File: src/rtl/twoway_32bit_demux.sv
// Registered 1-to-2 demultiplexer with valid/ready handshakes and per-output transfer counters.
// Optional alternating steering is enabled with the TWOWAY_DEMUX_ALTERNATE_EN macro.
module twoway_32bit_demux #(
    parameter int unsigned DATA_W = 32,
    parameter int unsigned CNT_W  = 16
) (
    input  logic              clk,
    input  logic              reset,
    input  logic              clear,
    input  logic [DATA_W-1:0] in_data,
    input  logic              in_sel,
`ifdef TWOWAY_DEMUX_ALTERNATE_EN
    input  logic              alt_mode,
`endif
    input  logic              in_valid,
    output logic              in_ready,
    output logic [DATA_W-1:0] out0_data,
    output logic              out0_valid,
    input  logic              out0_ready,
    output logic [DATA_W-1:0] out1_data,
    output logic              out1_valid,
    input  logic              out1_ready,
    output logic [CNT_W-1:0]  cnt0,
    output logic [CNT_W-1:0]  cnt1
);

    typedef enum logic {
        EMPTY = 1'b0,
        FULL  = 1'b1
    } slot_t;

    slot_t slot0_q, slot0_d;
    slot_t slot1_q, slot1_d;

    logic sel_eff;
    logic accept;
    logic load0, load1;
    logic hs0, hs1;

`ifdef TWOWAY_DEMUX_ALTERNATE_EN
    logic tgl;

    // In alternate mode the toggle replaces in_sel for both ready and steering.
    assign sel_eff = alt_mode ? tgl : in_sel;

    always_ff @(posedge clk or negedge reset) begin
        if (!reset) begin
            tgl <= 1'b0;
        end else if (clear) begin
            tgl <= 1'b0;
        end else if (accept && alt_mode) begin
            tgl <= ~tgl;
        end
    end
`else
    assign sel_eff = in_sel;
`endif

    assign out0_valid = (slot0_q == FULL);
    assign out1_valid = (slot1_q == FULL);

    assign hs0 = out0_valid && out0_ready;
    assign hs1 = out1_valid && out1_ready;

    // A full slot that drains this cycle still accepts (zero-bubble).
    assign in_ready = !clear && (sel_eff ? (!out1_valid || out1_ready)
                                         : (!out0_valid || out0_ready));

    assign accept = in_valid && in_ready;
    assign load0  = accept && !sel_eff;
    assign load1  = accept &&  sel_eff;

    always_ff @(posedge clk or negedge reset) begin
        if (!reset) begin
            slot0_q <= EMPTY;
            slot1_q <= EMPTY;
        end else begin
            slot0_q <= slot0_d;
            slot1_q <= slot1_d;
        end
    end

    always_comb begin
        slot0_d = slot0_q;
        if (clear) begin
            slot0_d = EMPTY;
        end else begin
            case (slot0_q)
                EMPTY: if (load0)         slot0_d = FULL;
                FULL:  if (hs0 && !load0) slot0_d = EMPTY;
            endcase
        end
    end

    always_comb begin
        slot1_d = slot1_q;
        if (clear) begin
            slot1_d = EMPTY;
        end else begin
            case (slot1_q)
                EMPTY: if (load1)         slot1_d = FULL;
                FULL:  if (hs1 && !load1) slot1_d = EMPTY;
            endcase
        end
    end

    // Data registers survive clear; only valids and counters are wiped.
    always_ff @(posedge clk or negedge reset) begin
        if (!reset) begin
            out0_data <= '0;
            out1_data <= '0;
        end else begin
            if (load0) out0_data <= in_data;
            if (load1) out1_data <= in_data;
        end
    end

    always_ff @(posedge clk or negedge reset) begin
        if (!reset) begin
            cnt0 <= '0;
            cnt1 <= '0;
        end else if (clear) begin
            cnt0 <= '0;
            cnt1 <= '0;
        end else begin
            if (hs0) cnt0 <= cnt0 + CNT_W'(1);
            if (hs1) cnt1 <= cnt1 + CNT_W'(1);
        end
    end

endmodule

File: config.mk
export PLATFORM = sky130hd
export DESIGN_NAME = twoway_32bit_demux
export DESIGN_NICKNAME = d
export VERILOG_FILES = /design/src/rtl/twoway_32bit_demux.sv
export SDC_FILE = /design/constraint.sdc
export NUM_CORES = 1
export LEC_CHECK = 0
export BUFFER_PORTS_ARGS = -buffer_cell sky130_fd_sc_hd__buf_2
export CORE_MARGIN = 4
export CORE_UTILIZATION = 45
export CTS_CLUSTER_DIAMETER = 80
export DETAILED_ROUTE_END_ITERATION = 6
export MAX_ROUTING_LAYER = met4
export PLACE_DENSITY_LB_ADDON = 0.08
export SLEW_MARGIN = 15
export SYNTH_ARGS = -nofsm -noshare
export SYNTH_HDL_FRONTEND = slang
export SYNTH_SLANG_ARGS = --single-unit
File: constraint.sdc
create_clock -name clk -period 1.7 [get_ports clk]
set_input_delay 0.17 -clock clk [delete_from_list [all_inputs] [get_ports clk]]
set_output_delay 0.17 -clock clk [all_outputs]
set_load 0.02 [all_outputs]
# Word-level counts from Yosys, hierarchy flattened
# Index checks and enable logic that the tools add are counted.
# W data, S select, Z words.
# totals
reg_bits	98
inputBits	39
output_inout_bits	99
elab_cells	41
# classes
addsub	2
n_mux	13
bitwise_logic	2
n_reduce_logical	18
# ops
operator	count
$mux W16	4
$add A16 B1 Y16 const B	2
$logic_and A1 B1 Y1	8
$mux W1	7
$logic_not A1 Y1	6
$pmux W1 S2	2
$reduce_bool A2 Y1	2
$logic_or A1 B1 Y1	2
$not A1 Y1	2

# Depth between registers and ports, before layout
# logic_depth
ltp_word	11
mapped_depth	5
depth_no_buf	5

# Least setup slack after synthesis
# OpenSTA, ideal clock, no wires.
# synth_path
path_kind	register to register
start	register slot0_q (netlist: out0_valid)
end	register out0_data[10]
setup_time_ns	0.125
arrival_time_ns	1.612
required_ns	1.575
path_slack_ns	-0.037
path_stages_with_launch	5
path_buffers	1
period_less_slack_ns	1.737
cell_sequence	dfrtp_1 > nor2b_1 > nor4b_4 > buf_6 > mux2_2
# synth_via
elab_chain_cells	6
# synth_rtl
element	line	source
start: declaration	32	slot_t slot0_q, slot0_d;
start signal: assignment	78	slot0_q <= slot0_d;
$logic_not A1 Y1	67	: (!out0_valid || out0_ready));
$logic_or A1 B1 Y1	67	
$mux W1	66	assign in_ready = !clear && (sel_eff ? (!out1_valid || out1_ready)
$logic_and A1 B1 Y1	66	
$logic_and A1 B1 Y1	69	assign accept = in_valid && in_ready;
$logic_and A1 B1 Y1	70	assign load0 = accept && !sel_eff;
end signal: assignment	113	if (load0) out0_data <= in_data;
end: declaration	17	output logic [DATA_W-1:0] out0_data,
# No other way between the ends.
# A chain may end at the register's enable or synchronous reset.

# Final worst setup path
# layout_path
start	register slot0_q (netlist: out0_valid)
end	register out0_data[26]
# The elaborated chain is that of the path after synthesis.

==> out/metrics.json <==
{
  "vias_post_dr": 2890,
  "largest_net_degree_at_the_start_of_global_routing": 55,
  "synthesis.instances": 313,
  "clkLatencyLatePin_ps": 360,
  "whs_ps": 33.5,
  "clk_pin_slew_worst_paths_ps": 100,
  "drv_slew": 0,
  "synth_area_mm2": 0.00411,
  "tritoncts": "built",
  "worstSetupEndpointType": "flop",
  "finalHoldViolations": 0,
  "drt-met1-wl_um": 4070,
  "min_to": "out0_data[6]$_DFFE_PN0P_",
  "grt_first_pass_wirelength_um": 15300,
  "fraction_of_layout_cells_with_a_size_suffix_above_1_pct": 50.4,
  "ff2ff_path_depth": 4,
  "place_area_mm2": 0.00500,
  "synthToLayoutAreaGrowth_pct": 26.3,
  "core_area_mm2": 0.00881,
  "post_drt_via_cell_ratio": 5.03,
  "stdcell_area_mm2": 0.00519,
  "outcome": "finished, final reports clean",
  "mean_area_per_synthesized_cell_um2": 13.1,
  "dp_hpwl_um": 6390,
  "htree_depth": 3,
  "numCtsBuffers": 9,
  "pre_cts_ws_ps": 97.8,
  "achievable-frequency_mhz": 624,
  "wl_per_cell_um": 15.5,
  "clock_tree.buffer_depth": 2,
  "gpl.final_weighted_congestion": 0.782,
  "ys_seq_elements": 98,
  "setup_bufs_post_cts": 0,
  "total_length_of_routed_wires_um": 8910,
  "die_area_mm2": 0.0107,
  "wl_met2_um": 4240,
  "ioPinCount": 138,
  "detail_route.first_pass.iterations": 4,
  "worstSetupStartpointType": "flop",
  "power_per_cell_area_mw_per_mm2": 1040,
  "top_signal_layer_used": "met4",
  "yosys_warnings": 0,
  "placementRows": 34,
  "global_route_congestion_overflow_total": 0,
  "detail_route.drc_violations": 0,
  "crit_arrival_ps": 1840,
  "worst-slew-pin-transition_ps": 351,
  "max_cap_viol_count": 0,
  "clock_period_minus_worst_slack_ps": 1600,
  "globalRouteTotalUtil_pct": 17.8,
  "synth-seq-area-share_pct": 59.6,
  "clockRootBuffer": "sky130_fd_sc_hd__clkbuf_8",
  "initial_utilization_pct": 46.7,
  "antenna_found_initial": 0,
  "rsz0062_at_grt": "false",
  "worst-endpoint-required_ps": 1940,
  "timing.hold.worst.start": "in_data[6]",
  "regToRegEndpoint": "out0_data[26]$_DFFE_PN0P_",
  "clock-skew-final_ps": 11.7,
  "number_of_synthesized_flops_with_an_enable_pin": 0,
  "worst_case_setup_margin_in_the_final_layout_ps": 96.9,
  "non_filler_cells_final": 574,
  "dr.first_iter.drc_count": 82,
  "clkSinkCount": 98,
  "antennaDiodeCount": 0,
  "drtAntennaViolNets": 0,
  "power.static_leakage_nw": 2.49,
  "async_reset_ff_share_pct": 100,
  "hold_depth": 2,
  "numPortBuffers": 137,
  "vias_in_the_first_global_route": 3072,
  "place.detailed.instances": 557,
  "dieWidth_um": 104,
  "layout.cells.most_common": "sky130_fd_sc_hd__buf_2",
  "worstReg2RegStart": "out0_valid$_DFF_PN0_",
  "timing.final.setup_violations": 0,
  "hold_path_class": "in2reg",
  "critical_path.max_fanout": 33,
  "reg2reg_setup_slack_ps": 100,
  "syn-num-nets": 354,
  "worst_slew_margin_rel_pct": 76.4,
  "final_cell_mix": "sky130_fd_sc_hd__buf_2 (136), sky130_fd_sc_hd__dfrtp_1 (97), sky130_fd_sc_hd__mux2_2 (64)",
  "max-vdd-ir-drop_uv": 537,
  "min_period_over_period_pct": 94.3,
  "setup.worst_path.class": "reg2reg",
  "postSynth.topFlopCell": "sky130_fd_sc_hd__dfrtp_1",
  "ys_types": 32,
  "finalNetCount": 502,
  "die_h_um": 104,
  "met3_wl_post_dr_um": 478
}
-- kinds of logic after synthesis --
kind of cell	count (synthesis)	share of synthesized area, %
AO/OA/AOI/OAI	14	1.86
XOR/XNOR	23	4.90
adder cells (fa/ha/maj)	2	0.608
buffers and inverters	16	2.10
flip-flops	98	59.6
multiplexers	66	18.1
AND/OR/NAND/NOR	94	12.8
-- sequential cells by signal, summed over array words and instances (netlist names) --
register,flops
out1_data,32
cnt0,16
out0_data,32
cnt1,16
out1_valid,1
out0_valid,1
-- critical path: stages (launching register included) --
cell and delay [ps]:
sky130_fd_sc_hd__dfrtp_2 410, sky130_fd_sc_hd__nor2b_4 140, sky130_fd_sc_hd__nor4b_4 320, sky130_fd_sc_hd__buf_12 250, sky130_fd_sc_hd__mux2_2 360
-- where the power goes --
group | internal, mW | switching (mW) | leakage (nW)
logic | 0.495 | 0.709 | 1.17
registers | 2.63 | 0.150 | 1.23
clock network | 0.582 | 0.818 | 0.0899
total | 3.71 | 1.68 | 2.49
-- layout make-up --
cell class / count / area (µm²)
Clock buffer: 11 / 141
Clock inverter: 5 / 38.8
Fill cell: 780 / 3610
Inverter: 6 / 22.5
Multi-Input combinational cell: 199 / 1590
Sequential cell: 98 / 2450
Tap cell: 108 / 135
Timing Repair Buffer: 147 / 816
-- cell usage after synthesis (2+ instances only) --
master / count / area (µm²)
sky130_fd_sc_hd__a21oi_1: 9 / 45.0
sky130_fd_sc_hd__and3_1: 2 / 12.5
sky130_fd_sc_hd__buf_2: 3 / 15.0
sky130_fd_sc_hd__buf_6: 3 / 33.8
sky130_fd_sc_hd__clkbuf_1: 3 / 11.3
sky130_fd_sc_hd__dfrtp_1: 98 / 2450
sky130_fd_sc_hd__ha_1: 2 / 25.0
sky130_fd_sc_hd__inv_1: 6 / 22.5
sky130_fd_sc_hd__mux2_1: 2 / 22.5
sky130_fd_sc_hd__mux2_2: 64 / 721
sky130_fd_sc_hd__nand2_1: 11 / 41.3
sky130_fd_sc_hd__nand3_1: 12 / 60.1
sky130_fd_sc_hd__nand4_1: 7 / 43.8
sky130_fd_sc_hd__nor2_1: 33 / 124
sky130_fd_sc_hd__nor2b_1: 3 / 18.8
sky130_fd_sc_hd__nor3_1: 8 / 40.0
sky130_fd_sc_hd__nor4_1: 6 / 37.5
sky130_fd_sc_hd__nor4_4: 2 / 42.5
sky130_fd_sc_hd__o21ai_0: 3 / 15.0
sky130_fd_sc_hd__or3_1: 3 / 18.8
sky130_fd_sc_hd__xnor2_1: 18 / 158
sky130_fd_sc_hd__xor2_1: 5 / 43.8
-- layer usage --
metal	vias to the layer above	track usage, %
li1	1391	-
met5	-	-
met3	11	3.98
met4	0	5.60
met1	1412	23.5
met2	76	27.7
-- how the worst max path moves through the flow --
stage                                    start                         to  slack (ps)  cells past startpoint
after floorplan           out0_valid$_DFF_PN0_  out0_data[10]$_DFFE_PN0P_         -10                      4
after global placement    out0_valid$_DFF_PN0_   out0_data[5]$_DFFE_PN0P_         130                      4
after detailed placement  out0_valid$_DFF_PN0_  out0_data[24]$_DFFE_PN0P_         100                      4
after CTS                 out0_valid$_DFF_PN0_  out0_data[26]$_DFFE_PN0P_          80                      4
after global routing       cnt1[0]$_DFFE_PN0P_       cnt1[10]$_DFFE_PN0P_           1                      5
final                     out0_valid$_DFF_PN0_  out0_data[26]$_DFFE_PN0P_         100                      4
-- repair_timing --
action                     4_1_cts  5_1_grt
hold buffers                     1        0
setup endpoints to repair        0        1
hold endpoints to repair        98        0
resized for setup                0        1
-- per-stage QoR --
stage	power, mW	util [%]	setup TNS [ps]
after floorplan	3.52	-	-288
after global placement	4.02	56.8	0
after detailed placement	4.05	56.8	0
after CTS	5.47	58.9	0
after global routing	5.67	59.0	0
final	5.38	59.0	0
(Power assumes the default switching activity.)
